[src/rtl/ariane_bm_crc_unit.sv]
// ariane_bm_crc_unit: bit-serial CRC32/CRC32C bitmanip unit; CRC32C enabled by ARIANE_BM_CRCC_EN
module ariane_bm_crc_unit #(
  parameter int XLEN          = 64,
  parameter int TRANS_ID_BITS = 3
) (
  input  logic                     clk_i,
  input  logic                     rst_i,
  input  logic                     flush_i,
  input  logic                     valid_i,
  output logic                     ready_o,
  input  logic [8:0]               operator_i,
  input  logic [XLEN-1:0]          operand_a_i,
  input  logic [TRANS_ID_BITS-1:0] trans_id_i,
  output logic [XLEN-1:0]          result_o,
  output logic                     result_valid_o,
  output logic [TRANS_ID_BITS-1:0] result_trans_id_o,
  output logic                     exception_o
);
  localparam logic [1:0] IDLE = 2'd0;
  localparam logic [1:0] BUSY = 2'd1;
  localparam logic [1:0] DONE = 2'd2;
  localparam logic [XLEN-1:0] P_CRC  = XLEN'(32'hEDB88320);
  logic [1:0]               state;
  logic [XLEN-1:0]          x;
  logic [XLEN-1:0]          x_nxt;
  logic [XLEN-1:0]          poly;
  logic [6:0]               cnt;
  logic [6:0]               n_m1;
  logic [TRANS_ID_BITS-1:0] id;
  logic                     skip;
  logic                     unused_op;
`ifdef ARIANE_BM_CRCC_EN
  localparam logic [XLEN-1:0] P_CRCC = XLEN'(32'h82F63B38);
  logic crcc;
  assign poly = crcc ? P_CRCC : P_CRC;
  assign skip = 1'b0;
`else
  assign poly = P_CRC;
  assign skip = operator_i[2];
`endif
  assign unused_op      = ^operator_i[8:3];
  assign ready_o        = state == IDLE;
  assign result_valid_o = state == DONE;
  assign n_m1  = (XLEN == 32 && operator_i[1:0] == 2'b11) ? 7'd31 : (7'd8 << operator_i[1:0]) - 7'd1;
  assign x_nxt = (x >> 1) ^ (x[0] ? poly : '0);
  always_ff @(posedge clk_i or posedge rst_i) begin
    if (rst_i) begin
      state             <= IDLE;
      x                 <= '0;
      cnt               <= '0;
      id                <= '0;
      result_o          <= '0;
      result_trans_id_o <= '0;
      exception_o       <= 1'b0;
`ifdef ARIANE_BM_CRCC_EN
      crcc              <= 1'b0;
`endif
    end else if (flush_i) begin
      state <= IDLE;
    end else if (state == IDLE) begin
      if (valid_i && skip) begin
        state             <= DONE;
        result_o          <= '0;
        result_trans_id_o <= trans_id_i;
        exception_o       <= 1'b1;
      end else if (valid_i) begin
        state <= BUSY;
        x     <= operand_a_i;
        cnt   <= n_m1;
        id    <= trans_id_i;
`ifdef ARIANE_BM_CRCC_EN
        crcc  <= operator_i[2];
`endif
      end
    end else if (state == BUSY) begin
      x <= x_nxt;
      if (cnt == 7'd0) begin
        state             <= DONE;
        result_o          <= x_nxt;
        result_trans_id_o <= id;
        exception_o       <= 1'b0;
      end else begin
        cnt <= cnt - 7'd1;
      end
    end else begin
      state <= IDLE;
    end
  end
endmodule

[config.mk]
export PLATFORM = sky130hd
export DESIGN_NAME = ariane_bm_crc_unit
export DESIGN_NICKNAME = d
export VERILOG_FILES = /design/src/rtl/ariane_bm_crc_unit.sv
export SDC_FILE = /design/constraint.sdc
export NUM_CORES = 1
export LEC_CHECK = 0
export ABC_AREA = 1
export CAP_MARGIN = 20
export CORE_ASPECT_RATIO = 0.6
export CORE_MARGIN = 4
export CORE_UTILIZATION = 54
export DETAILED_ROUTE_END_ITERATION = 7
export PLACE_DENSITY = 0.94
export SETUP_SLACK_MARGIN = 0.1
export SYNTH_ARGS = -nofsm -noshare
export SYNTH_HDL_FRONTEND = slang
export SYNTH_SLANG_ARGS = --single-unit
[constraint.sdc]
create_clock -name clk_i -period 17 [get_ports clk_i]
set_input_delay 5.1 -clock clk_i [delete_from_list [all_inputs] [get_ports clk_i]]
set_output_delay 5.1 -clock clk_i [all_outputs]
set_load 0.1 [all_outputs]
==> impl_results.md, run 1 <==
- Crit Path Max Fanout: 51
- Synth top cells by count: nand2_1, dfrtp_1, nor2_1
- Ports: 150
- Final GP Congestion: 0.8111
- Arrival @ worst endpoint: 7660 ps
- DIE HEIGHT: 92.89 um
- CP peak stage delay: 610 ps
- Status: finished, final reports clean
- Post-synth EDFFs: 0
- First-pass GRT wire length: roughly 28 mm
- Total core area: roughly 0.012 sq mm
- Final nets: 986
- Yosys warns: 0
- P&R area growth vs syn: 31.85%
- Top delay family on crit path: buffers and inverters
- Top-area cell type share of the netlist area: 55.18%
- Post-synthesis xor/xnor area fraction: under 10%
- Most Frequent Cell on Critical Path: buf_4
- Largest net degree at the start of global routing: 101
- Worst hold endpoint: x[34]
- Final setup violation count: 0
- Post-Synthesis Net Count: 868
- Worst hold stages: 2
- Final Hold Violating Endpoints: 0
- Synth Area in Adders: 0.1929%
- Hold Crit Start: x[34]
- Cts bufs inserted: 17
- Most frequent cell after synthesis: nand2_1
- Worst-path clk slew: 60 ps
- Worst r2r path cells: 9
- Unique masters post-synth: 27
- Main flop type after synthesis: dfrtp_1
- Max_cap viols: 0
- Worst relative slew slack: 29.39%
- Mux cell area share after synthesis: 0%
- Vias per cell: 5.288
- Number of fill cells: 836
- Main combinational cell family by area after synthesis: simple AND/OR/NAND/NOR gates
- Placed Cells: ~1000
- Crit Reg-Reg Startpoint: cnt[0]
- Initial Util: 56.28%
- Total grt overflow: 0
- DR iter-0 viols: 387
- Hold crit path type: reg -> reg
- Compound-Gate Fraction of Synth Area: a little under an eighth
- Simple-gate area share of the yosys netlist: 22.94%
- Clock sink count: 143
- Startpoint Class: input port
- Sequential fraction of the synthesis area: 55.18%
- Num rows: 30
- Fin Hold WS: ~490 ps
- Fin Setup TNS: 0 ps
- Post-CTS Resized: 0
- Mapped Area: 0.006485 sq mm
- CTS tree: done
- Drt wl/cell: 15.44 um
- VDD IR-drop max: 0.09500 mV
- Main area contributors after synthesis: dfrtp_1, nand2_1, a21oi_1
- Reg2reg setup slack: 14140 ps
- Hold Buf Count CTS: 0
- GRT Total Usage: between 20% and 30%
- CP max stage cell: nand2_2
- Clock tree root driver cell: clkbuf_16
- Final Cycle Share: 43.49%
- Fmax achieved: 135.3 MHz
- Dpl cell area: a little under 0.008 sq mm
- Final Cell Area: 0.008551 sq mm
- Worst Path Required: 17270 ps
- Detailed-route via count: 5701
- Layout cell share with drive strength beyond 1: around 5.3%
- Vias in the first global route: 5655
- Antenna diodes: 0
- Tmin final: ~7400 ps
- Top cell type by total area after synthesis: dfrtp_1
- Ys async rst share: 100.0%
- CP Class: in -> reg
- Worst slew pin tran: 1056 ps
- CTS H-tree depth: 4
- Later-pin clock latency in the skew report: 410 ps
- Pwr per Cell Area: 174.3 mW/mm^2
- Non-filler cells, final: 1078
- Final HPWL DP: between 10 and 15 mm
- FF-to-FF End: result_o[23]
- CP Cell Sequence: clkdlybuf4s50_1 -> nor2_2 -> nand4_1 -> buf_4 -> nand2_2 -> buf_4 -> nor2_1 -> a21oi_1
- Final Max Tran Viols: 0
- Yosys reg bits: 143
- Final wirelength: 16.64 mm
- Syn avg cell area: 8.240 sq um
- Cells after Synth: roughly 790
- Number of remaining DRC errors: 0
- Setup bufs post-CTS: 0
- Setup Skew: 8.467 ps
- DIE WIDTH: about 150 um
- Initial antenna violation count: 0
- Worst Setup End Kind: flop
- Die footprint: 0.01388 sq mm
- Pre-Repair DR Iteration Count: 5
- WP buf/inv: 3
- Pleak: 4.109 nW
- RSZ-0062 raised after global routing: false
- Number of port buffers: 142
- Clock buffer depth: 2
- Antenna-violating nets left: 0
==> cells by family after synthesis <==
| logic type | Yosys count |
|---|---|
| and+or+nand+nor | 368 |
| AOI/OAI and AO/OA | 145 |
| DFF | 143 |
| buffers and inverters | 113 |
| xor gates and xnor gates | 16 |
| adders and majority gates | 1 |
| other | 1 |
==> where the power goes <==
| group | internal [mW] | switching [mW] | leakage (nW) | total [mW] |
|---|---|---|---|---|
| Sequential | 0.436 | 0.0641 | 1.80 | 0.500 |
| Clock | 0.234 | 0.147 | 0.296 | 0.381 |
| Combinational | 0.159 | 0.450 | 2.01 | 0.609 |
==> how the worst max path moves through the flow <==
stage                                      end     start  slack (ps)  depth (start not counted)
final                             result_o[19]   flush_i        9610                          8
after global routing              result_o[27]   flush_i        9420                          8
after CTS                              ready_o  state[0]        8870                          2
after detailed placement          result_o[23]   flush_i        9160                          8
after global placement    result_trans_id_o[2]   flush_i        9220                          8
after floorplan                         cnt[0]     rst_i        8060                          1
==> layout make-up <==
cell class | count | area, sq um | area share, %
Clock buffer | 18 | 429.2 | 5.019
Multi-Input combinational cell | 531 | 2414 | 28.23
Tap cell | 160 | 200.2 | 2.341
Inverter | 63 | 241.5 | 2.824
Sequential cell | 143 | 3578 | 41.85
Timing Repair Buffer | 149 | 1506 | 17.62
Clock inverter | 14 | 181.4 | 2.122
==> placed cells by master (no fill, tap or decap), types with 2 or more instances in the layout <==
cell type	n
inv_6	5
nand3_1	55
dfrtp_1	143
a21oi_1	71
a31oi_1	14
xor2_1	14
nand4_1	2
clkbuf_16	17
inv_2	2
bufinv_16	3
buf_4	5
nor2_1	93
nand2_1	210
clkdlybuf4s50_1	142
nor2_4	2
inv_1	60
xnor2_1	2
nor2_2	2
o21a_1	3
o21ai_0	40
o21ai_1	16
clkinv_4	5
==> flip-flops by register name, indices dropped and copies added, names as in the netlist <==
signal and cells:
exception_o 1, cnt 7, result_trans_id_o 3, result_o 63, x 64, state 2
id 3
==> metrics by stage <==
stage	power [mW]	setup WS, ps	utilization (%)
finish	1.490	9607	74.20
global route	1.568	9424	74.20
CTS	1.495	8870	73.79
detailed placement	1.107	9162	68.49
global placement	1.092	9223	68.49
floorplan	0.9565	8062	-
==> layer usage <==
metal / routed length (um) / share of wire, % / GRT usage, %
met5: 0 / 0 / 0
met4: 231 / 1.4 / 7.921
met3: 1480 / 8.9 / 6.944
met2: 7406 / 45 / 37.59
met1: 7520 / 45 / 35.09
==> tightest hold or removal path, stage by stage (launching register included) <==
cell     delay (ps)
dfrtp_1         340
nand2_1          50
o21ai_1          60
(Power assumes the default switching activity.)
==> run 2: changes to the inputs <==
Settings changed: CORE_UTILIZATION 54 to 45, PLACE_DENSITY 0.94 to 0.85.
Clock period 17 ns to 6.7 ns, I/O delays scaled along.
==> impl_results.md, run 2 (synthesis gave the netlist of run 1 again) <==
- DIE HEIGHT: 101.0 um
- Clock buffer depth: 2
- P&R area growth vs syn: 32.05%
- Worst slew pin tran: ~1100 ps
- Hold crit path type: reg -> reg
- Worst relative slew slack: between 20 and 30%
- Vias per cell: 5.060
- Final setup violation count: 0
- Detailed-route via count: 5607
- Pre-CTS setup slack: 2280 ps
- Reg2reg setup slack: 3690 ps
- Hold Crit Start: exception_o
- Sequential share of power: between 30% and 40%
- CTS tree: done
- CP Class: reg -> out
- Layout cell share with drive strength beyond 1: 4.913%
- Arrival @ worst endpoint: 2780 ps
- Comb power frac: between 40% and 50%
- CP max stage cell: clkdlybuf4s50_1
- Switch share: 43.72%
- Setup bufs post-CTS: 0
- Hold Buf Count CTS: 0
- Highest-count cells in the layout ignoring fill and taps: nand2_1, dfrtp_1, clkdlybuf4s50_1
- Post-CTS Resized: 0
- Final Max Tran Viols: 0
- Largest net degree at the start of global routing: 106
- Commonest non-fill, non-tap cell in the layout: nand2_1
- Max_cap viols: 0
- Status: finished, final reports clean
- CP Cell Sequence: nor2_4 -> clkdlybuf4s50_1
- Worst Path Required: roughly 4700 ps
- Crit Path Max Fanout: 32
- Later-pin clock latency in the skew report: 410 ps
- Final nets: 984
- Clock tree root driver cell: clkbuf_16
- Pleak: a little over 4 nW
- Worst r2r path cells: 6
- Clock sink count: around 140
- Worst setup margin: 1909 ps
- Clock power share: 26.6%
- Final Hold Violating Endpoints: 0
- Drt wl/cell: 15.07 um
- Total grt overflow: 0
- Initial Util: 46.74%
- Final GP Congestion: 0.8256
- Number of remaining DRC errors: 0
- Final HPWL DP: 10.63 mm
- Number of fill cells: 1181
- GRT Total Usage: a little over a fifth
- Worst Setup End Kind: output pin
- Initial antenna violation count: 0
- Internal power: about 2.1 mW
- CP peak stage delay: 1270 ps
- Number of port buffers: 142
- Placed Cells: 1076
- RSZ-0062 raised after global routing: false
- Multi-input gate area: ~0.0024 sq mm
- Antenna-violating nets left: 0
- Non-filler cells, final: 1108
- Vias in the first global route: 5509
- Storage element area: 0.003578 sq mm
- DR iter-0 viols: ~470
- Worst-path clk slew: 60 ps
- Worst hold endpoint: exception_o
- Startpoint Class: flop
- Fmax achieved: 208.7 MHz
- Antenna diodes: 0
- Top Registers: x: 64 flops, result_o: 63 flops, cnt: 7 flops
- CTS H-tree depth: 4
- Ports: 150
- Cts bufs inserted: 17
- Dpl cell area: 0.007933 sq mm
- Final Cycle Share: between 70% and 80%
- FF-to-FF End: x[27]
- Max reg flops: 64
- Worst hold stages: 2
- Final wirelength: 16.70 mm
- Tmin final: 4791 ps
- Pre-Repair DR Iteration Count: 5
- Most flop-heavy register: x
- DIE WIDTH: 163.0 um
- Num rows: 33
- Setup Skew: 8.926 ps
- Final Cell Area: 0.008563 sq mm
- Crit Reg-Reg Startpoint: state[0]
- Pwr per Cell Area: 445.1 mW/mm^2
- Fin Setup TNS: 0 ps
- First-pass GRT wire length: around 27 mm
- Switching power: ~1.7 mW
- Total core area: 0.01387 sq mm
- VDD IR-drop max: 0.2067 mV
- Die footprint: 0.01646 sq mm
[run 2: worst max-delay path, delay by kind of cell, from the launching register on]
family / cells / cell delay [ps]
AND/OR/NAND/NOR: 1 / 620
flip-flops: 1 / 470
buffers and inverters: 1 / 1270
[run 2: final cells by class]
cell class	instances	share of cell area [%]
clock buffers	21	5.260
multi-input cells	531	28.19
clock inverters	11	2.104
flip-flops and latches	143	41.79
repair buffers	147	17.04
inverters	63	2.820
well taps	192	2.805
[run 2: how the worst max path moves through the flow]
stage	cells past startpoint	slack, ps	end	startpoint
floorplan	1	850	cnt[0]	rst_i
global placement	7	2390	result_o[29]	flush_i
detailed placement	8	2280	result_o[15]	flush_i
CTS	2	1910	ready_o	state[0]
global route	2	1820	ready_o	state[0]
finish	2	1910	ready_o	state[0]
[run 2: per-layer routing]
layer | GRT usage [%] | up-vias | part of all wire, %
li1 | - | 2740 | -
met4 | 5.477 | 0 | 1.2
met2 | 30.89 | 193 | 43
met3 | 6.988 | 26 | 8.7
met1 | 29.59 | 2648 | 47
met5 | 0 | - | 0
[run 2: power groups by stage]
stage | clock network [mW] | logic [mW] | registers (mW)
finish | 1.01 | 1.54 | 1.26
global route | 1.07 | 1.64 | 1.29
CTS | 1.03 | 1.54 | 1.26
detailed placement | 0 | 1.54 | 1.27
global placement | 0 | 1.51 | 1.26
floorplan | 0 | 0.469 | 1.96
[run 2: metrics by stage]
step | power (mW) | hold WS, ps | utilization, %
floorplan | 2.427 | 453.0 | -
global placement | 2.774 | 462.2 | 57.18
detailed placement | 2.810 | 463.5 | 57.18
CTS | 3.837 | 485.4 | 61.72
global route | 4.007 | 504.0 | 61.72
finish | 3.812 | 483.7 | 61.72
==> run 3: changes to the inputs <==
Settings changed: CORE_UTILIZATION 45 to 50, PLACE_DENSITY 0.85 to 0.89.
Clock period 6.7 ns to 4.5 ns, I/O delays scaled along.
==> impl_results.md, run 3 (synthesis gave the netlist of run 1 again) <==
- Fmax achieved: 285.9 MHz
- CTS tree: done
- Clock tree root driver cell: clkbuf_16
- GRT Total Usage: a little under a quarter
- Highest-count cells in the layout ignoring fill and taps: nand2_1, dfrtp_1, clkdlybuf4s50_1
- DIE HEIGHT: between 90 and 100 um
- Worst-path clk slew: around 60 ps
- Pre-Repair DR Iteration Count: 5
- Final setup violation count: 0
- Cts bufs inserted: 17
- Worst slew pin tran: 1046 ps
- Antenna diodes: 0
- Die footprint: 0.01492 sq mm
- Number of remaining DRC errors: 0
- Worst Path Required: 3150 ps
- Ports: 150
- Pleak: roughly 4.1 nW
- Top Registers: x: 64 flops, result_o: 63 flops, cnt: 7 flops
- Layout cell share with drive strength beyond 1: 5.652%
- Initial antenna violation count: 0
- Worst setup margin: 1002 ps
- Max reg flops: 64
- Post-CTS Resized: 0
- Detailed-route via count: approximately 5600
- CTS H-tree depth: 4
- Arrival @ worst endpoint: 2150 ps
- First-pass GRT wire length: 26.80 mm
- Later-pin clock latency in the skew report: 410 ps
- Worst relative slew slack: 30.02%
- Reg2reg setup slack: 1950 ps
- Met2 Track Usage GR: 35.12%
- Placed Cells: 1053
- Global route hottest layer: met2
- Total grt overflow: 0
- Final nets: ~990
- Fin Hold WS: 482.3 ps
- Vias in the first global route: 5280
- DR iter-0 viols: 318
- P&R area growth vs syn: 32.86%
- Fin util: 69.63%
- Initial Util: 52.41%
- Multi-input gate area: roughly 0.0024 sq mm
- Pre-CTS setup slack: 1136 ps
- Status: finished, final reports clean
- Number of fill cells: 950
- Met3 GRT Util: between 7 and 8%
- RSZ-0062 raised after global routing: false
- Setup bufs post-CTS: 0
- Fin Setup TNS: 0 ps
- Hold Buf Count CTS: 0
- Total core area: between 0.01 and 0.015 sq mm
- CP Class: reg -> out
- Storage element area: 0.003578 sq mm
- Non-filler cells, final: 1085
- VDD IR-drop max: roughly 0.33 mV
- Max_cap viols: 0
- Worst Setup End Kind: output pin
- Final HPWL DP: 10.66 mm
- DIE WIDTH: 155.0 um
- Met1 Resource Use GR: 32.21%
- Commonest non-fill, non-tap cell in the layout: nand2_1
- Clock sink count: around 140
- Vias per cell: 5.194
- Final Max Tran Viols: 0
- Startpoint Class: flop
- Final Hold Violating Endpoints: 0
- Num rows: 31
- Drt wl/cell: approximately 16 um
- Clock buffer depth: 2
- Final wirelength: about 17 mm
- Antenna-violating nets left: 0
- Final GP Congestion: 0.8018
- Most flop-heavy register: x
- Tmin final: approximately 3500 ps
- Number of port buffers: 142
- Crit Path Max Fanout: 4
- Setup Skew: between 10 and 15 ps
- Final Cycle Share: 77.72%
- Pwr per Cell Area: roughly 660 mW/mm^2
- Hold crit path type: reg -> reg
- Largest net degree at the start of global routing: 80
run 3: cell types whose count changed in the layout (fill, tap and decap cells not counted), sizes merged:
cell	before	now
buf	5	10
clkbuf	21	20
clkdlybuf4s50	142	141
clkinv	3	5
clkinvlp	1	3
inv	66	63
run 3: cell type report:
type	count	area share, %
repair buffers	151	17.83
well taps	165	2.396
multi-input cells	531	28.01
clock inverters	12	2.135
inverters	63	2.788
clock buffers	20	5.301
flip-flops and latches	143	41.53
run 3: final timing paths:
check                         start  cells past startpoint        endpoint
min in group asynchronous     rst_i                      2           id[1]
hold reg to reg               x[13]                      2           x[13]
setup reg to reg           state[0]                      7           x[15]
max in group asynchronous     rst_i                      3    result_o[39]
setup / recovery           state[1]                      3  result_valid_o
hold / removal                x[13]                      2           x[13]
run 3: critical path, stage by stage (launching register included):
cell and delay, ps:
dfrtp_1 440, inv_1 80, nor2_1 90, clkdlybuf4s50_1 1130
run 3: where the power goes:
| group | switching, mW | internal (mW) | leakage (nW) | total (mW) |
|---|---|---|---|---|
| clock network | 0.552 | 0.963 | 0.307 | 1.51 |
| logic | 1.70 | 0.603 | 2.02 | 2.30 |
| registers | 0.236 | 1.65 | 1.80 | 1.88 |
| total | 2.49 | 3.21 | 4.13 | 5.70 |
run 3: metal layers:
| metal | part of all wire (%) | wire, um | up-vias |
|---|---|---|---|
| met5 | 0 | 0 | - |
| met4 | 0.85 | 143 | 0 |
| met3 | 9.2 | 1553 | 15 |
| met2 | 44 | 7489 | 213 |
| met1 | 46 | 7679 | 2661 |
| li1 | - | - | 2747 |
run 3: metrics by stage:
| step | instance area [sq um] | power (mW) |
|---|---|---|
| final | 8616 | 5.699 |
| after global routing | 8616 | 5.967 |
| after CTS | 8616 | 5.724 |
| after detailed placement | 7975 | 4.190 |
| after global placement | 7975 | 4.136 |
| after floorplan | 6489 | 3.614 |
